$ cat src/rtl/fetch_issue_queue.sv
// Fetch-to-decode instruction queue: compacts masked 2-word fetch packets into a
// circular buffer and presents the two oldest entries. Optional same-cycle bypass: FETCH_QUEUE_BYPASS_EN.
module fetch_issue_queue #(
  parameter int DEPTH = 8,
  parameter int PTR_W = $clog2(DEPTH)
) (
  input  logic             clk,
  input  logic             reset,
  input  logic             flush,
  input  logic             fetch_valid,
  input  logic [31:0]      fetch_pc,
  input  logic [63:0]      fetch_instr,
  input  logic [1:0]       fetch_mask,
  output logic             fetch_ready,
  input  logic [1:0]       issue_cnt,
  output logic             out_valid_a,
  output logic [31:0]      out_pc_a,
  output logic [31:0]      out_instr_a,
  output logic             out_valid_b,
  output logic [31:0]      out_pc_b,
  output logic [31:0]      out_instr_b,
  output logic [PTR_W:0]   count
);

  localparam logic [PTR_W:0] L_READY_MAX = (PTR_W+1)'(DEPTH - 2);

  logic [PTR_W-1:0] r_wr_ptr;
  logic [PTR_W-1:0] r_rd_ptr;
  logic [PTR_W:0]   r_count;
  logic [31:0]      r_mem_pc    [DEPTH];
  logic [31:0]      r_mem_instr [DEPTH];

  logic             w_enq_fire;
  logic             w_byp;
  logic [1:0]       w_issue_req;
  logic [1:0]       w_words;
  logic [1:0]       w_deq_q;
  logic [1:0]       w_deq_b;
  logic [1:0]       w_wr_n;
  logic [31:0]      w_c0_pc;
  logic [31:0]      w_c0_instr;
  logic [31:0]      w_c1_pc;
  logic [31:0]      w_c1_instr;
  logic [31:0]      w_w0_pc;
  logic [31:0]      w_w0_instr;
  logic [PTR_W-1:0] w_wr_ptr1;
  logic [PTR_W-1:0] w_rd_ptr1;

  assign fetch_ready = (r_count <= L_READY_MAX);
  assign count       = r_count;
  assign w_enq_fire  = fetch_valid && fetch_ready;
  assign w_issue_req = (issue_cnt == 2'd3) ? 2'd2 : issue_cnt;
  assign w_words     = {1'b0, fetch_mask[0]} + {1'b0, fetch_mask[1]};
  assign w_wr_ptr1   = r_wr_ptr + PTR_W'(1);
  assign w_rd_ptr1   = r_rd_ptr + PTR_W'(1);

  // Compacted candidates: slot 0 is the oldest valid word of the packet.
  assign w_c0_pc    = fetch_mask[0] ? fetch_pc : fetch_pc + 32'd4;
  assign w_c0_instr = fetch_mask[0] ? fetch_instr[31:0] : fetch_instr[63:32];
  assign w_c1_pc    = fetch_pc + 32'd4;
  assign w_c1_instr = fetch_instr[63:32];

  assign w_deq_q = ((PTR_W+1)'(w_issue_req) > r_count) ? r_count[1:0] : w_issue_req;

`ifdef FETCH_QUEUE_BYPASS_EN
  assign w_byp = w_enq_fire && (r_count == '0) && (w_words != 2'd0);
`else
  assign w_byp = 1'b0;
`endif

  assign w_deq_b = w_byp ? ((w_issue_req > w_words) ? w_words : w_issue_req) : 2'd0;
  assign w_wr_n  = w_enq_fire ? (w_words - w_deq_b) : 2'd0;

  // With one bypassed word consumed, only the younger word is stored.
  assign w_w0_pc    = (w_deq_b == 2'd1) ? w_c1_pc : w_c0_pc;
  assign w_w0_instr = (w_deq_b == 2'd1) ? w_c1_instr : w_c0_instr;

  always_ff @(posedge clk or negedge reset) begin
    if (!reset) begin
      r_wr_ptr <= '0;
      r_rd_ptr <= '0;
      r_count  <= '0;
    end else if (flush) begin
      r_wr_ptr <= '0;
      r_rd_ptr <= '0;
      r_count  <= '0;
    end else begin
      r_wr_ptr <= r_wr_ptr + PTR_W'(w_wr_n);
      r_rd_ptr <= r_rd_ptr + PTR_W'(w_deq_q);
      r_count  <= r_count + (PTR_W+1)'(w_wr_n) - (PTR_W+1)'(w_deq_q);
    end
  end

  always_ff @(posedge clk) begin
    if (reset && !flush) begin
      if (w_wr_n != 2'd0) begin
        r_mem_pc[r_wr_ptr]    <= w_w0_pc;
        r_mem_instr[r_wr_ptr] <= w_w0_instr;
      end
      if (w_wr_n == 2'd2) begin
        r_mem_pc[w_wr_ptr1]    <= w_c1_pc;
        r_mem_instr[w_wr_ptr1] <= w_c1_instr;
      end
    end
  end

  always_comb begin
    out_valid_a = 1'b0;
    out_pc_a    = '0;
    out_instr_a = '0;
    out_valid_b = 1'b0;
    out_pc_b    = '0;
    out_instr_b = '0;
    if (w_byp) begin
      out_valid_a = 1'b1;
      out_pc_a    = w_c0_pc;
      out_instr_a = w_c0_instr;
      if (w_words == 2'd2) begin
        out_valid_b = 1'b1;
        out_pc_b    = w_c1_pc;
        out_instr_b = w_c1_instr;
      end
    end else begin
      if (r_count != '0) begin
        out_valid_a = 1'b1;
        out_pc_a    = r_mem_pc[r_rd_ptr];
        out_instr_a = r_mem_instr[r_rd_ptr];
      end
      if (r_count >= (PTR_W+1)'(2)) begin
        out_valid_b = 1'b1;
        out_pc_b    = r_mem_pc[w_rd_ptr1];
        out_instr_b = r_mem_instr[w_rd_ptr1];
      end
    end
  end

endmodule

$ cat config.mk
export PLATFORM = sky130hd
export DESIGN_NAME = fetch_issue_queue
export DESIGN_NICKNAME = d
export VERILOG_FILES = /design/src/rtl/fetch_issue_queue.sv
export SDC_FILE = /design/constraint.sdc
export NUM_CORES = 1
export LEC_CHECK = 0
export ABC_AREA = 1
export CORE_AREA = 4 4 263 265
export DETAILED_ROUTE_END_ITERATION = 8
export DIE_AREA = 0 0 267 269
export PLACE_DENSITY = 0.69
export SKIP_CTS_REPAIR_TIMING = 1
export SYNTH_ARGS = -nofsm -noshare
export SYNTH_HDL_FRONTEND = slang
export SYNTH_SLANG_ARGS = --single-unit
$ cat constraint.sdc
create_clock -name clk -period 10.7 [get_ports clk]
set_clock_uncertainty 0.2 [all_clocks]
set_input_delay 2.14 -clock clk [delete_from_list [all_inputs] [get_ports clk]]
set_output_delay 2.14 -clock clk [all_outputs]
set_load 0.005 [all_outputs]
==> impl_metrics.toml, run 1 <==
[run_status]
outcome = "finished clean"

[cts]
root_buffer = "clkbuf_16"
htree_levels = 2
clockBufferDepth = 3
clock_latency_ps = 630
cts_sinks = 522
cts_tree = "yes"
cts_made_buffers = 58
clkTransAtPathRegs_ps = 60

[detailed_routing]
met3_wirelength_um = 12000
drc_errors = 0
drtAntennaViolNets = 0
wl_met2_um = 55100
drt_wl_total_um = 116000
vias = 32000
drtIter0Drc = 3906
wire_per_inst_um = 22.0
wl_met1_um = 43000
firstDrtPassIters = 6
top_layer_used = "met4"
vias_per_cell = 6.07

[setup_path]
worstPathArrival_ps = 5080
cp.required_ps = 8360
worstSetupPathType = "register to primary output"
critPathCaptureType = "primary output"
cp_max_fo = 110
cp-start-kind = "register"

[synthesis]
ys_ff_latch = 522
yosysUniqueCellTypes = 39
avgSynthCellArea_sq_um = 7.64
syn-cell-area_sq_mm = 0.0331
yosysWarnings = 0
synth_seq_area_share = 0.472
synthCells = 4334
synth_nets = 4457

[placement]
place_hpwl_um = 63200
port_buffers = 238
gp_congestion = 0.895
placed_cell_area_sq_mm = 0.0354
dpl.cell_count = 5159

[pwr]
power_uw = 9500
power_per_cell_area_mw_per_mm2 = 255
power_leakage_uw = 0.0146
vdd.ir_drop.worst_mv = 0.301

[die]
die_area_sq_mm = 0.0718
core_area_sq_mm = 0.0668
fp-row-count = 95
chipHeight_um = 269
io_pins = 239
die_w_um = 267
initial_utilization = 0.496

[cells_and_area]
stdcell_count = 5268
finalCoreUtilization = 0.558
n_antenna_cell = 0
area_growth_pct = 12.5
final_nets = 4469
drive_gt1_frac = 0.0428
stdcell_area_sq_mm = 0.0373

[global_route]
grt_pass1_vias = 29100
antenna_found_initial = 0
grt_use_total = 0.311
grt_pass1_wl_um = 172000
grt_max_degree = 296
overflow = 0

[timing]
maxSlewHeadroom = 0.125
finalSetupTns_ps = 0
worstMarginPinSlew_ps = 1310
hold_viol = 0
finalMaxSlewViolations = 0
period_needed_ps = 7420
min_period_over_period = 0.693
rsz0062_at_grt = "no"
max_freq_ghz = 0.135
setup_viol = 0

[hold_path]
hold_class = "register to register"

[flow_run]
maxCapViolCount = 0
cells in the final DEF (no fill, tap or decap), types with 65 or more instances in the layout:
master / count
a21oi_1: 227
a31oi_1: 65
clkdlybuf4s50_1: 237
edfxtp_1: 512
inv_1: 206
nand2_1: 947
nand3_1: 236
nor2_1: 661
o211ai_1: 65
o21ai_0: 849
o21ai_1: 124
power breakdown:
group	switching (uW)	total, uW	internal (uW)
Sequential	71.2	2380	2300
Clock	867	2010	1140
Combinational	3170	5120	1950
synth_stat cells (all sizes together):
master  instances  area [sq um]
o21a            1          7.51
o211ai         65           488
a31oi          65           407
buf           198          1250
fa              4          80.1
nor3            6          30.0
clkbuf        134           503
o21ai         974          4870
nor2          672          2570
dfrtp          10           250
o21bai          1          7.51
and2            1          6.26
xor2            5          43.8
clkinv          3          12.5
nand3b          1          7.51
nand2         963          3640
edfxtp        512         15400
inv           214           806
xnor2           7          80.1
nor3b           1          7.51
a21oi         227          1140
nand3         248          1300
or2             1          6.26
o31ai           4          30.0
ha             15           188
nand4           2          12.5
flip-flops by register name (all words and copies together) (netlist names):
name / count
r_mem_pc: 256
r_mem_instr: 256
count: 4
r_rd_ptr: 3
r_wr_ptr: 3
worst paths after layout:
path                             start  depth (start not counted)         endpoint  slack [ps]
max                        r_rd_ptr[0]                          9   out_instr_a[0]        3280
max in group asynchronous        reset                          1      r_rd_ptr[1]        8260
min                        r_wr_ptr[2]                          2      r_wr_ptr[2]         480
min in group asynchronous        reset                          1         count[3]        1650
max reg2reg                r_wr_ptr[0]                          7  r_mem_pc[3][10]        6530
min reg2reg                r_wr_ptr[2]                          2      r_wr_ptr[2]         480
cell type report:
cell class | count | area, sq um
Clock buffer | 71 | 1500
Clock inverter | 38 | 374
Fill cell | 6168 | 29500
Inverter | 217 | 833
Multi-Input combinational cell | 3263 | 15100
Sequential cell | 522 | 15600
Tap cell | 873 | 1090
Timing Repair Buffer | 284 | 2740
metrics by stage:
step                hold slack, ps  setup WS (ps)
finish                         485           3280
global route                   487           3010
CTS                            469           3400
detailed placement             458           4080
global placement               455           4080
floorplan                      386           2410
kinds of logic after synthesis:
group	count (synthesis)	share of synthesized area
adders and majority gates	19	0.00808
AOI/OAI and AO/OA	1337	0.210
xor gates and xnor gates	12	0.00374
DFF	522	0.472
buffers and inverters	549	0.0777
and+or+nand+nor	1895	0.229
critical path, cell delays in order, from the launching register on:
cell and delay, ps:
dfrtp_4 1020, buf_4 940, buf_4 920, nor2_1 110, nor2_1 110, o21ai_0 90
nand3_1 140, nand2_1 60, a31oi_1 330, clkdlybuf4s50_1 580
metal layers:
layer / GRT usage / up-vias
met5: 0 / -
met4: 0.147 / 0
met3: 0.0424 / 371
met2: 0.528 / 1985
met1: 0.396 / 14800
li1: - / 14900
Note: power is estimated with default switching activity, not from simulation.
==> run 2: changes to the inputs <==
==> constraint.sdc (replaced) <==
create_clock -name clk -period 6.9 [get_ports clk]
set_clock_uncertainty 0.2 [all_clocks]
set_input_delay 1.38 -clock clk [delete_from_list [all_inputs] [get_ports clk]]
set_output_delay 1.38 -clock clk [all_outputs]
set_load 0.005 [all_outputs]
==> run 2 against run 1 <==
  * Die area unchanged
  * Global-route usage decreased by 0.56 points
  * Cell count about the same
  * Via count decreased by 0.54%
  * Register-to-register slack got worse by 3600 ps
  * Power increased by 54%
  * Combinational power increased by 54%
  * Wire length decreased by 1.7%
  * Sequential share of layout area about the same
  * Largest cell class unchanged
==> impl_metrics.toml, run 2 (synthesized netlist as in run 1, its figures left out) <==
[die]
io_pins = 239
die_w_um = 267
fp-row-count = 95
core_area_sq_mm = 0.0668
chipHeight_um = 269
initial_utilization = 0.496
die_area_sq_mm = 0.0718

[timing]
period_needed_ps = 5700
max_freq_ghz = 0.175
setup_viol = 0
min_period_over_period = 0.826
hold_viol = 0
finalMaxSlewViolations = 0
finalSetupTns_ps = 0
worstMarginPinSlew_ps = 1190
rsz0062_at_grt = "no"
maxSlewHeadroom = 0.209

[placement]
port_buffers = 238
place_hpwl_um = 65100
gp_congestion = 0.928
dpl.cell_count = 5166

[cells_and_area]
regArea_sq_mm = 0.0156
multi_input_area_sq_mm = 0.0151
fill_cells = 6137
n_antenna_cell = 0
drive_gt1_frac = 0.0432
final_cell_mix = "nand2_1 (947), o21ai_0 (849), nor2_1 (661)"
stdcell_count = 5272
area_growth_pct = 12.6
final_nets = 4478
final_common_cell = "nand2_1"

[setup_path]
worstPathArrival_ps = 4120
timing.rr.end = "r_mem_pc[4][10]"
critical_path.reg2reg.startpoint = "r_wr_ptr[0]"
worst_r2r_path_depth = 10
cp_slowest_cell = "inv_12"
critPathCaptureType = "primary output"
cp-start-kind = "register"
cp_max_fo = 293
worstSetupPathType = "register to primary output"
cp.required_ps = 5320
path_buf_inv = 3
r2r_setup_slack_ps = 2930
crit_chain = "inv_12, buf_4, o21ai_0, nand3_1, nand2_1, a31oi_1, clkdlybuf4s50_1"
crit_family = "buffers and inverters"
cpPeakStageDelay_ps = 840

[hold_path]
worstHoldEndpoint = "r_wr_ptr[2]"
min_from = "r_wr_ptr[2]"
hold_class = "register to register"
whs_path_depth = 2

[run_status]
outcome = "finished clean"

[cts]
root_buffer = "clkbuf_16"
clkTransAtPathRegs_ps = 60
cts_made_buffers = 60
clockBufferDepth = 3
htree_levels = 2
cts_tree = "yes"
cts_sinks = 522
clock_latency_ps = 630

[global_route]
grt_max_degree = 294
antenna_found_initial = 0
overflow = 0
grt_pass1_vias = 29000
grt_pass1_wl_um = 170000
grt_use_total = 0.305

[detailed_routing]
top_layer_used = "met4"
wl_met1_um = 44300
wl_met2_um = 53600
vias_per_cell = 6.03
drc_errors = 0
drtAntennaViolNets = 0
drt_wl_total_um = 114000
wire_per_inst_um = 21.6
vias = 31800
met3_wirelength_um = 10800
firstDrtPassIters = 7
drtIter0Drc = 4020

[pwr]
power_leakage_uw = 0.0147
vdd.ir_drop.worst_mv = 0.527
power_per_cell_area_mw_per_mm2 = 392

[flow_run]
maxCapViolCount = 0
[run 2: cell count changes in the layout (fill, tap and decap cells not counted)]
cell        delta
clkbuf_1       +7
clkinv_2       -3
clkinv_8       -1
buf_4          +2
clkinv_1       -5
clkbuf_16      +2
clkinvlp_4     -1
buf_12         +5
bufinv_16      -4
clkbuf_8       +3
clkinv_16      -1
[run 2: final cells by class]
cell class,instances,area share
clock inverters,23,0.00446
inverters,217,0.0224
multi-input cells,3263,0.405
repair buffers,291,0.0765
flip-flops and latches,522,0.419
well taps,873,0.0293
clock buffers,83,0.0434
[run 2: how the worst max path moves through the flow]
stage | endpoint | start | cells past startpoint | slack (ps)
floorplan | r_mem_instr[2][0] | fetch_mask[0] | 5 | -630
global placement | r_mem_pc[5][28] | flush | 10 | 1930
detailed placement | r_mem_pc[6][28] | flush | 10 | 1890
CTS | out_instr_a[29] | r_rd_ptr[0] | 7 | 1230
global route | out_pc_a[16] | r_rd_ptr[0] | 7 | 910
finish | out_instr_a[19] | r_rd_ptr[0] | 7 | 1200
[run 2: power breakdown]
| group | leakage, uW | switching [uW] | internal [uW] |
|---|---|---|---|
| Sequential | 0.00474 | 135 | 3570 |
| Combinational | 0.00905 | 4830 | 3060 |
| Clock | 0.000873 | 1330 | 1690 |
[run 2: per-layer routing]
metal,up-vias,global-route usage
li1,14900,-
met1,14700,0.400
met2,1867,0.512
met3,314,0.0422
met4,0,0.129
met5,-,0
[run 2: tightest hold or removal path, stage by stage, from the launching register on]
cell and delay, ps:
dfrtp_1 500, xnor2_1 160, nor2_1 40
[run 2: stage by stage]
step / hold slack [ps] / setup WS [ps] / instance area, sq um / total power, uW / utilization
after floorplan: 386 / -633 / 33100 / 8110 / -
after global placement: 492 / 1930 / 35500 / 11500 / 0.531
after detailed placement: 510 / 1890 / 35500 / 11600 / 0.531
after CTS: 520 / 1230 / 37300 / 14600 / 0.558
after global routing: 562 / 912 / 37300 / 15500 / 0.558
final: 542 / 1200 / 37300 / 14600 / 0.558
